$ cat src/rtl/mem_access_arb.sv
// Two-requester arbiter/sequencer sharing one downstream memory port between
// the host bridge and the convolution engine. Round-robin grant, one access in
// flight, read completion with timeout, read data routed to the winner.
module mem_access_arb #(
    parameter int unsigned           ADDR_WIDTH = 12,
    parameter int unsigned           DATA_WIDTH = 32,
    parameter int unsigned           TIMEOUT    = 16,
    parameter logic [DATA_WIDTH-1:0] ERR_DATA   = '0
) (
    input  logic                  clk_a,
    input  logic                  arstz_aq,

    input  logic                  h_req,
    input  logic                  h_we,
    input  logic [ADDR_WIDTH-1:0] h_addr,
    input  logic [DATA_WIDTH-1:0] h_din,
    output logic                  h_gnt,
    output logic [DATA_WIDTH-1:0] h_rdata,
    output logic                  h_rvalid,

    input  logic                  e_req,
    input  logic                  e_we,
    input  logic [ADDR_WIDTH-1:0] e_addr,
    input  logic [DATA_WIDTH-1:0] e_din,
    output logic                  e_gnt,
    output logic [DATA_WIDTH-1:0] e_rdata,
    output logic                  e_rvalid,

    output logic                  m_en,
    output logic                  m_we,
    output logic [ADDR_WIDTH-1:0] m_addr,
    output logic [DATA_WIDTH-1:0] m_din,
    input  logic [DATA_WIDTH-1:0] m_dout,
    input  logic                  m_valid,

    output logic                  busy,
    output logic                  timeout_err,
    output logic [7:0]            err_cnt
);

    localparam int unsigned     CNT_W    = $clog2(TIMEOUT);
    localparam logic [CNT_W-1:0] CNT_LAST = CNT_W'(TIMEOUT - 1);

    typedef enum logic [1:0] {
        IDLE,
        ISSUE,
        RD_WAIT
    } state_t;

    typedef enum logic {
        SRC_HOST,
        SRC_ENG
    } src_t;

    state_t           state;
    src_t             last_src;
    src_t             owner;
    logic [CNT_W-1:0] tcnt;

    logic             pick_eng;
    logic [DATA_WIDTH-1:0] rd_word;

    // Winner selection for the IDLE cycle and the word delivered on read completion
    always_comb begin
        pick_eng = 1'b0;
        if (e_req && (!h_req || (last_src == SRC_HOST))) begin
            pick_eng = 1'b1;
        end
        rd_word = ERR_DATA;
        if (m_valid) begin
            rd_word = m_dout;
        end
    end

    // Access sequencer with registered outputs; the m_* registers double as the
    // latched copy of the winner's request for the single ISSUE cycle
    always_ff @(posedge clk_a) begin
        if (!arstz_aq) begin
            state       <= IDLE;
            last_src    <= SRC_ENG;
            owner       <= SRC_HOST;
            tcnt        <= '0;
            h_gnt       <= 1'b0;
            h_rdata     <= '0;
            h_rvalid    <= 1'b0;
            e_gnt       <= 1'b0;
            e_rdata     <= '0;
            e_rvalid    <= 1'b0;
            m_en        <= 1'b0;
            m_we        <= 1'b0;
            m_addr      <= '0;
            m_din       <= '0;
            timeout_err <= 1'b0;
            err_cnt     <= '0;
        end else begin
            h_gnt       <= 1'b0;
            e_gnt       <= 1'b0;
            h_rvalid    <= 1'b0;
            e_rvalid    <= 1'b0;
            timeout_err <= 1'b0;

            case (state)
                IDLE: begin
                    if (h_req || e_req) begin
                        state <= ISSUE;
                        m_en  <= 1'b1;
                        if (pick_eng) begin
                            owner    <= SRC_ENG;
                            last_src <= SRC_ENG;
                            m_we     <= e_we;
                            m_addr   <= e_addr;
                            m_din    <= e_din;
                            e_gnt    <= 1'b1;
                        end else begin
                            owner    <= SRC_HOST;
                            last_src <= SRC_HOST;
                            m_we     <= h_we;
                            m_addr   <= h_addr;
                            m_din    <= h_din;
                            h_gnt    <= 1'b1;
                        end
                    end
                end

                ISSUE: begin
                    m_en   <= 1'b0;
                    m_we   <= 1'b0;
                    m_addr <= '0;
                    m_din  <= '0;
                    if (m_we) begin
                        state <= IDLE;
                    end else begin
                        state <= RD_WAIT;
                        tcnt  <= '0;
                    end
                end

                RD_WAIT: begin
                    if (m_valid || (tcnt == CNT_LAST)) begin
                        state <= IDLE;
                        if (owner == SRC_ENG) begin
                            e_rdata  <= rd_word;
                            e_rvalid <= 1'b1;
                        end else begin
                            h_rdata  <= rd_word;
                            h_rvalid <= 1'b1;
                        end
                        if (!m_valid) begin
                            timeout_err <= 1'b1;
                            if (err_cnt != 8'hFF) begin
                                err_cnt <= err_cnt + 8'd1;
                            end
                        end
                    end else begin
                        tcnt <= tcnt + 1'b1;
                    end
                end

                default: state <= IDLE;
            endcase
        end
    end

    // Busy whenever an access is being issued or awaited
    assign busy = (state != IDLE);

endmodule

$ cat config.mk
export PLATFORM = sky130hd
export DESIGN_NAME = mem_access_arb
export DESIGN_NICKNAME = d
export VERILOG_FILES = /design/src/rtl/mem_access_arb.sv
export SDC_FILE = /design/constraint.sdc
export NUM_CORES = 1
export LEC_CHECK = 0
export CELL_PAD_IN_SITES_DETAIL_PLACEMENT = 0
export CELL_PAD_IN_SITES_GLOBAL_PLACEMENT = 1
export CORE_MARGIN = 1
export CORE_UTILIZATION = 32
export DETAILED_ROUTE_END_ITERATION = 6
export PLACE_DENSITY_LB_ADDON = 0.05
export SLEW_MARGIN = 40
export SYNTH_ARGS = -nofsm -noshare
export SYNTH_HDL_FRONTEND = slang
export SYNTH_SLANG_ARGS = --single-unit
export TNS_END_PERCENT = 30
$ cat constraint.sdc
create_clock -name clk_a -period 4.5 [get_ports clk_a]
set_input_delay 1.35 -clock clk_a [delete_from_list [all_inputs] [get_ports clk_a]]
set_output_delay 1.35 -clock clk_a [all_outputs]
set_load 0.05 [all_outputs]
==> results of run 1 <==
-- flip-flops by register name, summed over array words and instances (netlist names), 2 cells and up --
signal	cells
m_din	32
state	2
m_addr	12
tcnt	4
err_cnt	8
e_rdata	32
h_rdata	32
-- worst min-delay path by stage --
stage	startpoint	endpoint	slack, ps	depth (start not counted)
after CTS	m_din[9]	m_din[9]	450	2
final	m_din[9]	m_din[9]	450	2
after global placement	m_addr[10]	m_addr[10]	440	2
after floorplan	owner	h_rvalid	450	1
after detailed placement	m_din[4]	m_din[4]	450	2
after global routing	m_din[18]	m_din[18]	460	2
-- routing by layer --
metal	up-vias	GRT usage [%]
li1	2526	-
met1	2304	21.8
met2	178	32.2
met3	7	8.18
met4	0	5.10
met5	-	0
-- power groups by stage --
stage,registers (mW),clock network [mW],logic (mW)
3_3_place_gp,1.26,0,0.579
3_5_place_dp,1.26,0,0.584
4_1_cts,1.23,1.43,0.586
6_report,1.23,1.39,0.579
2_1_floorplan,1.40,0,0.188
5_1_grt,1.24,1.48,0.616
-- cell type report --
class | instances | area share (%)
Clock buffer | 18 | 5.10
Multi-Input combinational cell | 415 | 29.4
Tap cell | 216 | 3.14
Clock inverter | 13 | 1.86
Inverter | 5 | 0.247
Timing Repair Buffer | 257 | 29.8
Sequential cell | 131 | 30.5
-- cells by family after synthesis --
kind of cell    count (synthesis)  share of synthesized area, %
simple gates                  230                          21.1
flops                         131                          49.1
compound gates                103                          10.4
mux                            78                          14.6
buf+inv                        53                          4.07
xor+xnor                        2                         0.328
fa+ha+maj                       2                         0.468
-- cell usage in the layout, fill, tap and decap left out, types with 5 or more instances in the layout --
cell / n
clkdlybuf4s50_1: 249
dfxtp_1: 131
nor2_1: 12
o21ai_0: 36
mux2i_1: 78
buf_4: 5
clkbuf_16: 17
nor3_1: 6
a21oi_1: 53
or2_2: 45
nand3_1: 68
nand2_1: 81
clkinvlp_4: 5
-- stage by stage --
step	cells	utilization, %
after CTS	1055	53.4
after floorplan	599	-
after global routing	1055	53.4
final	1055	53.4
after global placement	1024	49.6
after detailed placement	1024	49.7
-- worst max-delay path, cell delays in order (launching register included) --
cell and delay, ps:
dfxtp_1 360, nor2_1 340, inv_1 80, clkdlybuf4s50_1 710
==> Flow_metrics.wiki, run 1 <==
{| class="wikitable"
! Metric !! Value
|-
| Routability congestion estimate || between 0.7 and 0.8
|-
| Starting utilization of the core area || 33.2%
|-
| Sequential-to-total area share from yosys stat || 49.1%
|-
| Least setup slack across all paths after layout || 1260 ps
|-
| Hpwl dp || 11.4 mm
|-
| Highest metal used || met4
|-
| Area used by multi-input combinational logic || approximately 2500 sq um
|-
| Clock buffers created by TritonCTS || 17
|-
| Most used flip-flop cell after synthesis || dfxtp_1
|-
| Share of the clock period used by the worst path after layout || 71.9%
|-
| Count of fill cells added during filler insertion || 1480
|-
| Net count after synthesis || around 730
|-
| Gate count of the mapped netlist || around 600
|-
| Async S/R FF share, synth || 0%
|-
| Number of post-CTS setup repair buffers || 0
|-
| Instance area after placement || approximately 8000 sq um
|-
| Buffer depth of the longest clock path || 2
|-
| R2R Setup Slk || about 2400 ps
|-
| Gates resized, CTS repair || 0
|-
| GRT Overall Usage || 19.1%
|-
| Sum of met3 wire segment lengths after detailed routing || between 1.5 and 2 mm
|-
| Number of flops mapped to enable cells by yosys || 0
|-
| Remaining max-slew budget at the tightest pin || 52.0%
|-
| Chip height || ~130 um
|-
| Clock tree skew after final layout || 7.79 ps
|-
| Proportion of layout cells with a drive suffix above 1 || between 10% and 20%
|-
| Per-cell via count in the routed design || ~4.8
|-
| Number of warnings reported in the yosys synthesis log || 0
|-
| Worst Setup Slack post-DPL || approximately 1000 ps
|-
| CTS tree || done
|-
| Per-instance average area after synthesis || 8.92 sq um
|-
| Maximum operating frequency || slightly above 300 MHz
|-
| Final Instance Area || between 8000 and 9000 sq um
|-
| Largest net degree at the start of global routing || 102
|-
| Pins over their slew limit || 0
|-
| Number of iterations in the first detailed-routing pass || 4
|-
| Maximum resistive drop on vdd || around 0.00026 V
|-
| R2R depth || 6
|-
| Pleak || about 3 nW
|-
| Remaining routing DRC violations || 0
|-
| Post-synthesis cell area || 5350 sq um
|-
| WHS || roughly 450 ps
|-
| Critical Path Sink || busy
|-
| Critical Path Fanout Max || 7
|-
| Top post-synthesis cells by count || dfxtp_1, nand2_1, mux2i_1
|-
| Total of hold buffers inserted after clock tree synthesis || 0
|-
| Worst-margin pin slew || ~720 ps
|-
| Hold Path Class || flip-flop to flip-flop
|-
| Floorplan die area || roughly 17000 sq um
|-
| H-tree levels || 4
|-
| Total number of placement rows || 46
|-
| Standard cell core area || roughly 16000 sq um
|-
| Status || finished clean
|-
| CP required || around 3200 ps
|-
| Switching portion of total power || a little over a quarter
|-
| Total length of routed wires || 16.4 mm
|-
| Initial antenna violation count || 0
|-
| # clock sinks || 131
|-
| Overall power after layout || approximately 3.2 mW
|-
| Power per Cell Area || approximately 370 nW/um^2
|-
| Post-synthesis sequential element count || 131
|-
| Ant diodes || 0
|-
| Category of the worst setup path launch point || flip-flop
|-
| Net total in the final layout || 956
|-
| Total area of sequential cells || about 2600 sq um
|-
| Accumulated negative setup slack || 0 ps
|-
| RSZ-0062 raised after global routing || false
|-
| Final Hold Violating Endpoints || 0
|-
| Routed via count || 5015
|-
| Sequential power share || 38.5%
|-
| Total congestion overflow after global routing || 0
|-
| Wire length on met2 || about 7.8 mm
|-
| Switching power || around 0.86 mW
|-
| Number of max-cap violations || 0
|-
| Global-route wire length before repair || roughly 26 mm
|-
| Biggest area consumer among synthesized cells || dfxtp_1
|-
| Share of total power in combinational logic || between 10% and 20%
|-
| Routed length on met1 || 6.92 mm
|-
| Number of failing setup endpoints in the final timing report || 0
|-
| Type of the setup path with the least slack || flip-flop to output pin
|-
| Type of element capturing the critical path || output pin
|-
| Most common cell in the netlist || dfxtp_1
|-
| DR WL/cell || about 16 um
|-
| Port Buffers || between 200 and 300
|-
| Relative contribution of the clock network to total power || a little over two fifths
|-
| Worst-skew pair later-pin latency || approximately 400 ps
|-
| Worst Setup SP || state[1]
|-
| Detailed Route Iter0 Violations || 182
|-
| Remaining antenna violation count after routing || 0
|-
| Dominant cells by area after synthesis || dfxtp_1, mux2i_1, nand3_1, nand2_1, or2_2
|-
| Clock slew at reported path FFs || ~60 ps
|-
| Portion of synthesized cell area occupied by the leading cell type || roughly half
|-
| Library cells used by synthesis || 37
|-
| Die width || between 100 and 150 um
|-
| Number of top-level design ports || around 250
|-
| P&R area growth vs syn || 61.0%
|-
| Vias in the first global route || approximately 5000
|-
| Fin crit period || 3240 ps
|-
| Clk Tree Root Cell || clkbuf_16
|-
| Critical R2R Launch || tcnt[0]
|-
| Internal cell power || 2.34 mW
|-
| Arrival time of data at the critical path endpoint || between 1500 and 2000 ps
|-
| Endpoint of the worst register-to-register path || e_rdata[26]
|}
Power figures use the tool's default switching activity.
==> run 2, diff against run 1 <==
--- a/config.mk
+++ b/config.mk
@@ -8,7 +8,7 @@
 export CELL_PAD_IN_SITES_DETAIL_PLACEMENT = 0
 export CELL_PAD_IN_SITES_GLOBAL_PLACEMENT = 1
 export CORE_MARGIN = 1
-export CORE_UTILIZATION = 32
+export CORE_UTILIZATION = 26
 export DETAILED_ROUTE_END_ITERATION = 6
 export PLACE_DENSITY_LB_ADDON = 0.05
 export SLEW_MARGIN = 40
==> constraint.sdc (replaced) <==
create_clock -name clk_a -period 2.89 [get_ports clk_a]
set_input_delay 0.867 -clock clk_a [delete_from_list [all_inputs] [get_ports clk_a]]
set_output_delay 0.867 -clock clk_a [all_outputs]
set_load 0.05 [all_outputs]
==> run 2 against run 1 <==
Against the previous run: power grew 48%; core utilization fell by 10 points; sequential power grew 56%; wire length is 2.3% higher; design area is 0.81% higher; via count up 0.30%; critical path depth unchanged; clock power is 36% higher; cell count up 5.7%; largest power group is now registers.
==> Flow_metrics.wiki, run 2 (synthesis results as in run 1) <==
{| class="wikitable"
! Metric !! Value
|-
| Vias in the first global route || 4966
|-
| Per-cell via count in the routed design || between 4 and 5
|-
| Pins over their slew limit || 0
|-
| Total congestion overflow after global routing || 0
|-
| Category of the worst setup path launch point || flip-flop
|-
| Type of element capturing the critical path || output pin
|-
| # clock sinks || ~130
|-
| Kind of cell with the highest combined delay on the critical path || buffers and inverters
|-
| Port Buffers || 250
|-
| Fin crit period || between 2000 and 3000 ps
|-
| Largest net degree at the start of global routing || between 100 and 150
|-
| Maximum operating frequency || 379 MHz
|-
| Clock tree skew after final layout || 8.10 ps
|-
| Instance area after placement || around 8200 sq um
|-
| Proportion of layout cells with a drive suffix above 1 || roughly 11%
|-
| Ant diodes || 0
|-
| Power per Cell Area || 546 nW/um^2
|-
| Number of max-cap violations || 0
|-
| Hpwl dp || about 12 mm
|-
| Number of top-level design ports || approximately 250
|-
| Arrival time of data at the critical path endpoint || ~1800 ps
|-
| R2R depth || 5
|-
| Starting utilization of the core area || approximately a quarter
|-
| Number of iterations in the first detailed-routing pass || 4
|-
| Detailed Route Iter0 Violations || about 180
|-
| Routed via count || between 5000 and 6000
|-
| Total number of placement rows || 52
|-
| Remaining max-slew budget at the tightest pin || slightly above 50%
|-
| Number of failing setup endpoints in the final timing report || 0
|-
| Standard cell core area || roughly 20000 sq um
|-
| P&R area growth vs syn || 62.4%
|-
| Worst-margin pin slew || around 730 ps
|-
| Critical R2R Launch || tcnt[0]
|-
| Accumulated negative setup slack || 0 ps
|-
| Die width || approximately 150 um
|-
| Worst Setup SP || state[1]
|-
| Share of the clock period used by the worst path after layout || 91.4%
|-
| Worst-skew pair later-pin latency || 410 ps
|-
| Critical Path Fanout Max || 7
|-
| CP required || just over 2000 ps
|-
| Remaining antenna violation count after routing || 0
|-
| Worst stage delay on the critical path || around 800 ps
|-
| Registers with the most flip-flops || e_rdata: 32 flops, h_rdata: 32 flops, m_din: 32 flops
|-
| Hold Path Class || flip-flop to flip-flop
|-
| Total of hold buffers inserted after clock tree synthesis || 0
|-
| Critical-path top delay cell || clkdlybuf4s50_1
|-
| Clock slew at reported path FFs || approximately 50 ps
|-
| RSZ-0062 raised after global routing || false
|-
| CTS tree || done
|-
| Clk Tree Root Cell || clkbuf_16
|-
| Remaining routing DRC violations || 0
|-
| Net total in the final layout || slightly below 1000
|-
| Path length in cells of the critical path || 3
|-
| Critical path buffer and inverter count || 2
|-
| Commonest cells after routing, fill and taps aside || clkdlybuf4s50_1, dfxtp_1, nand2_1
|-
| Status || finished clean
|-
| Floorplan die area || approximately 21000 sq um
|-
| Chip height || 145 um
|-
| Endpoint of the worst register-to-register path || err_cnt[6]
|-
| Clock buffers created by TritonCTS || 17
|-
| Pleak || roughly 3.1 nW
|-
| Final Instance Area || 8680 sq um
|-
| Total length of routed wires || roughly 17 mm
|-
| Final Hold Violating Endpoints || 0
|-
| Critical Path Sink || busy
|-
| Global-route wire length before repair || around 27 mm
|-
| Number of post-CTS setup repair buffers || 0
|-
| CP Cell Sequence || nor2_1 -> inv_1 -> clkdlybuf4s50_1
|-
| Buffer depth of the longest clock path || 2
|-
| R2R Setup Slk || approximately 950 ps
|-
| Routability congestion estimate || about 0.77
|-
| Initial antenna violation count || 0
|-
| Gates resized, CTS repair || 0
|-
| H-tree levels || 4
|-
| DR WL/cell || around 15 um
|-
| Most common library cell in the layout ignoring fill and taps || clkdlybuf4s50_1
|-
| GRT Overall Usage || about 16%
|-
| Maximum resistive drop on vdd || 0.000314 V
|-
| Type of the setup path with the least slack || flip-flop to output pin
|}
[run 2: power by group]
group	switching [mW]	internal (mW)
sequential	0.0417	1.88
clock	0.788	1.10
combinational	0.515	0.413
[run 2: stage by stage]
step	utilization, %	hold WS (ps)	power, mW	setup WS [ps]	instances
5_1_grt	43.0	462	4.95	167	1115
3_3_place_gp	40.5	437	2.89	134	1084
6_report	43.0	448	4.74	250	1115
4_1_cts	43.0	452	4.81	206	1115
3_5_place_dp	40.5	444	2.90	129	1084
2_1_floorplan	-	448	2.48	419	599
[run 2: final cells by class]
cell class	count	area (sq um)
multi-input combinational	415	2520
sequential	131	2620
clock buffer	21	450
clock inverter	10	62.6
fill	1977	11500
tap	270	338
inverter	5	18.8
timing repair buffer	263	2660
[run 2: layer usage]
metal / track usage [%] / wire length [um]
met5: 0 / 0
met2: 25.2 / 7470
met4: 5.26 / 255
met1: 19.9 / 7480
met3: 6.90 / 1600
[run 2: worst min path at each step]
stage	cells past startpoint	startpoint	endpoint	slack (ps)
CTS	2	m_addr[4]	m_addr[4]	450
floorplan	1	owner	h_rvalid	450
finish	2	m_addr[4]	m_addr[4]	450
detailed placement	2	m_addr[3]	m_addr[3]	440
global route	2	m_addr[4]	m_addr[4]	460
global placement	2	m_addr[0]	m_addr[0]	440
[run 2: worst min-delay path: cells and delay by family, from the launching register on]
family,cells,cell delay [ps]
flip-flops,1,300
AO/OA/AOI/OAI,1,50
AND/OR/NAND/NOR,1,50
==> run 3, diff against run 2 <==
--- a/config.mk
+++ b/config.mk
@@ -5,6 +5,7 @@
 export SDC_FILE = /design/constraint.sdc
 export NUM_CORES = 1
 export LEC_CHECK = 0
+export ABC_AREA = 1
 export CELL_PAD_IN_SITES_DETAIL_PLACEMENT = 0
 export CELL_PAD_IN_SITES_GLOBAL_PLACEMENT = 1
 export CORE_MARGIN = 1
==> run 3 against run 2 <==
Against the previous run: sequential power about the same; non-clock buffer count increased by 7; via count increased by 19%; sequential share of layout area decreased by 1.5 points; register-to-register slack improved by 130 ps; largest cell class unchanged.
==> Flow_metrics.wiki, run 3 <==
{| class="wikitable"
! Metric !! Value
|-
| Status || finished clean
|-
| Accumulated negative setup slack || 0 ps
|-
| Instance area after placement || about 8600 sq um
|-
| Commonest cells after routing, fill and taps aside || clkdlybuf4s50_1, nand2_1, dfxtp_1
|-
| Number of iterations in the first detailed-routing pass || 4
|-
| Number of warnings reported in the yosys synthesis log || 0
|-
| DR WL/cell || about 15 um
|-
| Clock slew at reported path FFs || about 50 ps
|-
| Die width || around 150 um
|-
| Maximum resistive drop on vdd || ~0.0004 V
|-
| Type of element capturing the critical path || output pin
|-
| Post-synthesis cell area || 5760 sq um
|-
| Largest net degree at the start of global routing || slightly below 60
|-
| Remaining antenna violation count after routing || 0
|-
| Portion of synthesized cell area occupied by the leading cell type || between 40% and 50%
|-
| Floorplan die area || ~23000 sq um
|-
| Buffer depth of the longest clock path || 2
|-
| Worst-margin pin slew || approximately 750 ps
|-
| Number of post-CTS setup repair buffers || 0
|-
| Clk Tree Root Cell || clkbuf_16
|-
| Routability congestion estimate || ~0.72
|-
| Worst Setup SP || err_cnt[4]
|-
| Most congested layer reported by global routing || met2
|-
| Starting utilization of the core area || 26.5%
|-
| Biggest area consumer among synthesized cells || dfxtp_1
|-
| CP Cell Sequence || clkdlybuf4s50_1
|-
| Most common cell in the netlist || nand2_1
|-
| RSZ-0062 raised after global routing || false
|-
| Net total in the final layout || 1154
|-
| Met3 demand-to-capacity share in global routing || about 6.9%
|-
| Type of the setup path with the least slack || flip-flop to output pin
|-
| Global-route wire length before repair || a little over 30 mm
|-
| Met1 track demand over resource in global routing || between 20% and 30%
|-
| Async S/R FF share, synth || 0%
|-
| Clock buffers created by TritonCTS || 17
|-
| Share of the clock period used by the worst path after layout || between 80% and 90%
|-
| Simple-gate share of the synthesized area || between 20% and 30%
|-
| Total congestion overflow after global routing || 0
|-
| Critical R2R Launch || tcnt[0]
|-
| Min-delay src || m_din[30]
|-
| Hold Path End || m_din[30]
|-
| R2R Setup Slk || roughly 1100 ps
|-
| Synth Area in Compound Gates || 16.5%
|-
| Worst stage delay on the critical path || 840 ps
|-
| Gates resized, CTS repair || 0
|-
| Ant diodes || 0
|-
| Pleak || 3.60 nW
|-
| Number of max-cap violations || 0
|-
| Total length of routed wires || between 15 and 20 mm
|-
| Final Hold Violating Endpoints || 0
|-
| Vias in the first global route || about 5600
|-
| Remaining routing DRC violations || 0
|-
| Total of hold buffers inserted after clock tree synthesis || 0
|-
| Library cells used by synthesis || 22
|-
| Worst-skew pair later-pin latency || between 400 and 500 ps
|-
| Number of failing setup endpoints in the final timing report || 0
|-
| Critical Path Fanout Max || 7
|-
| Arrival time of data at the critical path endpoint || 1690 ps
|-
| Hold-critical path depth || 2
|-
| Initial antenna violation count || 0
|-
| # clock sinks || 131
|-
| Registers with the most flip-flops || e_rdata: 32 flops, h_rdata: 32 flops, m_din: 32 flops
|-
| Power per Cell Area || roughly 550 nW/um^2
|-
| Chip height || about 150 um
|-
| Most used flip-flop cell after synthesis || dfxtp_1
|-
| Fin crit period || about 2600 ps
|-
| Share of cell area taken by muxes after synthesis || 0%
|-
| H-tree levels || 4
|-
| Clock tree skew after final layout || roughly 14 ps
|-
| Number of top-level design ports || about 250
|-
| Maximum operating frequency || between 300 and 400 MHz
|-
| Total number of placement rows || 54
|-
| Critical path buffer and inverter count || 1
|-
| Routed via count || between 5000 and 6000
|-
| Port Buffers || 250
|-
| Kind of cell with the highest combined delay on the critical path || buffers and inverters
|-
| Combinational family with the most area after synthesis || simple AND/OR/NAND/NOR gates
|-
| CP required || just over 2000 ps
|-
| Final Instance Area || 9130 sq um
|-
| Met2 GRT Util || between 20% and 30%
|-
| Critical-path top delay cell || clkdlybuf4s50_1
|-
| Post-synthesis adder-cell area fraction || 0.434%
|-
| Post-synthesis sequential element count || between 100 and 150
|-
| Detailed Route Iter0 Violations || about 210
|-
| Overall power after layout || 5.05 mW
|-
| P&R area growth vs syn || 58.5%
|-
| GRT Overall Usage || between 15 and 20%
|-
| Hold Path Class || flip-flop to flip-flop
|-
| Number of flops mapped to enable cells by yosys || 0
|-
| Count of fill cells added during filler insertion || ~2300
|-
| Area share of xor/xnor cells in the synthesized design || less than 1%
|-
| Per-cell via count in the routed design || approximately 4.5
|-
| Remaining max-slew budget at the tightest pin || approximately half
|-
| Standard cell core area || roughly 22000 sq um
|-
| Dominant cells by area after synthesis || dfxtp_1, nand2_1, a21oi_1, nand4_1, inv_1
|-
| CTS tree || done
|-
| Pins over their slew limit || 0
|-
| Category of the worst setup path launch point || flip-flop
|-
| Gate count of the mapped netlist || 800
|-
| Per-instance average area after synthesis || a little over 7 sq um
|-
| Top post-synthesis cells by count || nand2_1, dfxtp_1, a21oi_1
|-
| R2R depth || 7
|-
| Most common library cell in the layout ignoring fill and taps || clkdlybuf4s50_1
|-
| Net count after synthesis || approximately 930
|-
| Endpoint of the worst register-to-register path || h_rdata[5]
|-
| Proportion of layout cells with a drive suffix above 1 || 5.97%
|-
| Hpwl dp || 13.3 mm
|-
| Sequential-to-total area share from yosys stat || a little under half
|}
[run 3: cell count changes after synthesis, sizes merged, moves of 34 or more]
cell / delta
nand2: +147
o21ai: -34
a21oi: +64
or2: -44
mux2i: -78
inv: +90
o211ai: +43
nand3: -51
nand4: +64
[run 3: layout make-up]
type	count	area (sq um)	area share (%)
tap	280	350	3.84
clock inverter	10	83.8	0.918
timing repair buffer	270	2750	30.1
inverter	95	359	3.93
sequential	131	2620	28.7
multi-input combinational	510	2500	27.4
clock buffer	22	464	5.08
[run 3: kinds of logic after synthesis]
family,after synthesis
compound gates,165
xor+xnor,2
fa+ha+maj,2
buf+inv,159
flops,131
simple gates,341
[run 3: worst max-delay path by stage]
| stage | end | slack, ps | cells after the start |
|---|---|---|---|
| floorplan | err_cnt[0] | 1010 | 9 |
| global placement | h_rdata[3] | 440 | 7 |
| detailed placement | h_rdata[5] | 390 | 7 |
| CTS | err_cnt[4] | 280 | 1 |
| global route | err_cnt[4] | 230 | 1 |
| finish | err_cnt[4] | 340 | 1 |
[run 3: power by group]
part	switching [mW]	total (mW)	leakage (nW)	internal (mW)
clock network	0.812	2.03	0.269	1.22
logic	0.660	1.09	2.26	0.428
registers	0.0421	1.93	1.07	1.89
[run 3: layer usage]
| metal | vias to the layer above | routed length [um] |
|---|---|---|
| li1 | 3091 | - |
| met1 | 2685 | 8950 |
| met2 | 191 | 8950 |
| met3 | 8 | 1840 |
| met4 | 0 | 115 |
| met5 | - | 0 |
[run 3: per-stage QoR]
stage | hold WS, ps | std cells | setup WS (ps) | utilization [%]
finish | 458 | 1318 | 336 | 42.0
global route | 472 | 1318 | 231 | 42.0
CTS | 461 | 1318 | 284 | 42.0
detailed placement | 452 | 1286 | 390 | 39.4
global placement | 447 | 1286 | 442 | 39.4
floorplan | 429 | 800 | 1010 | -
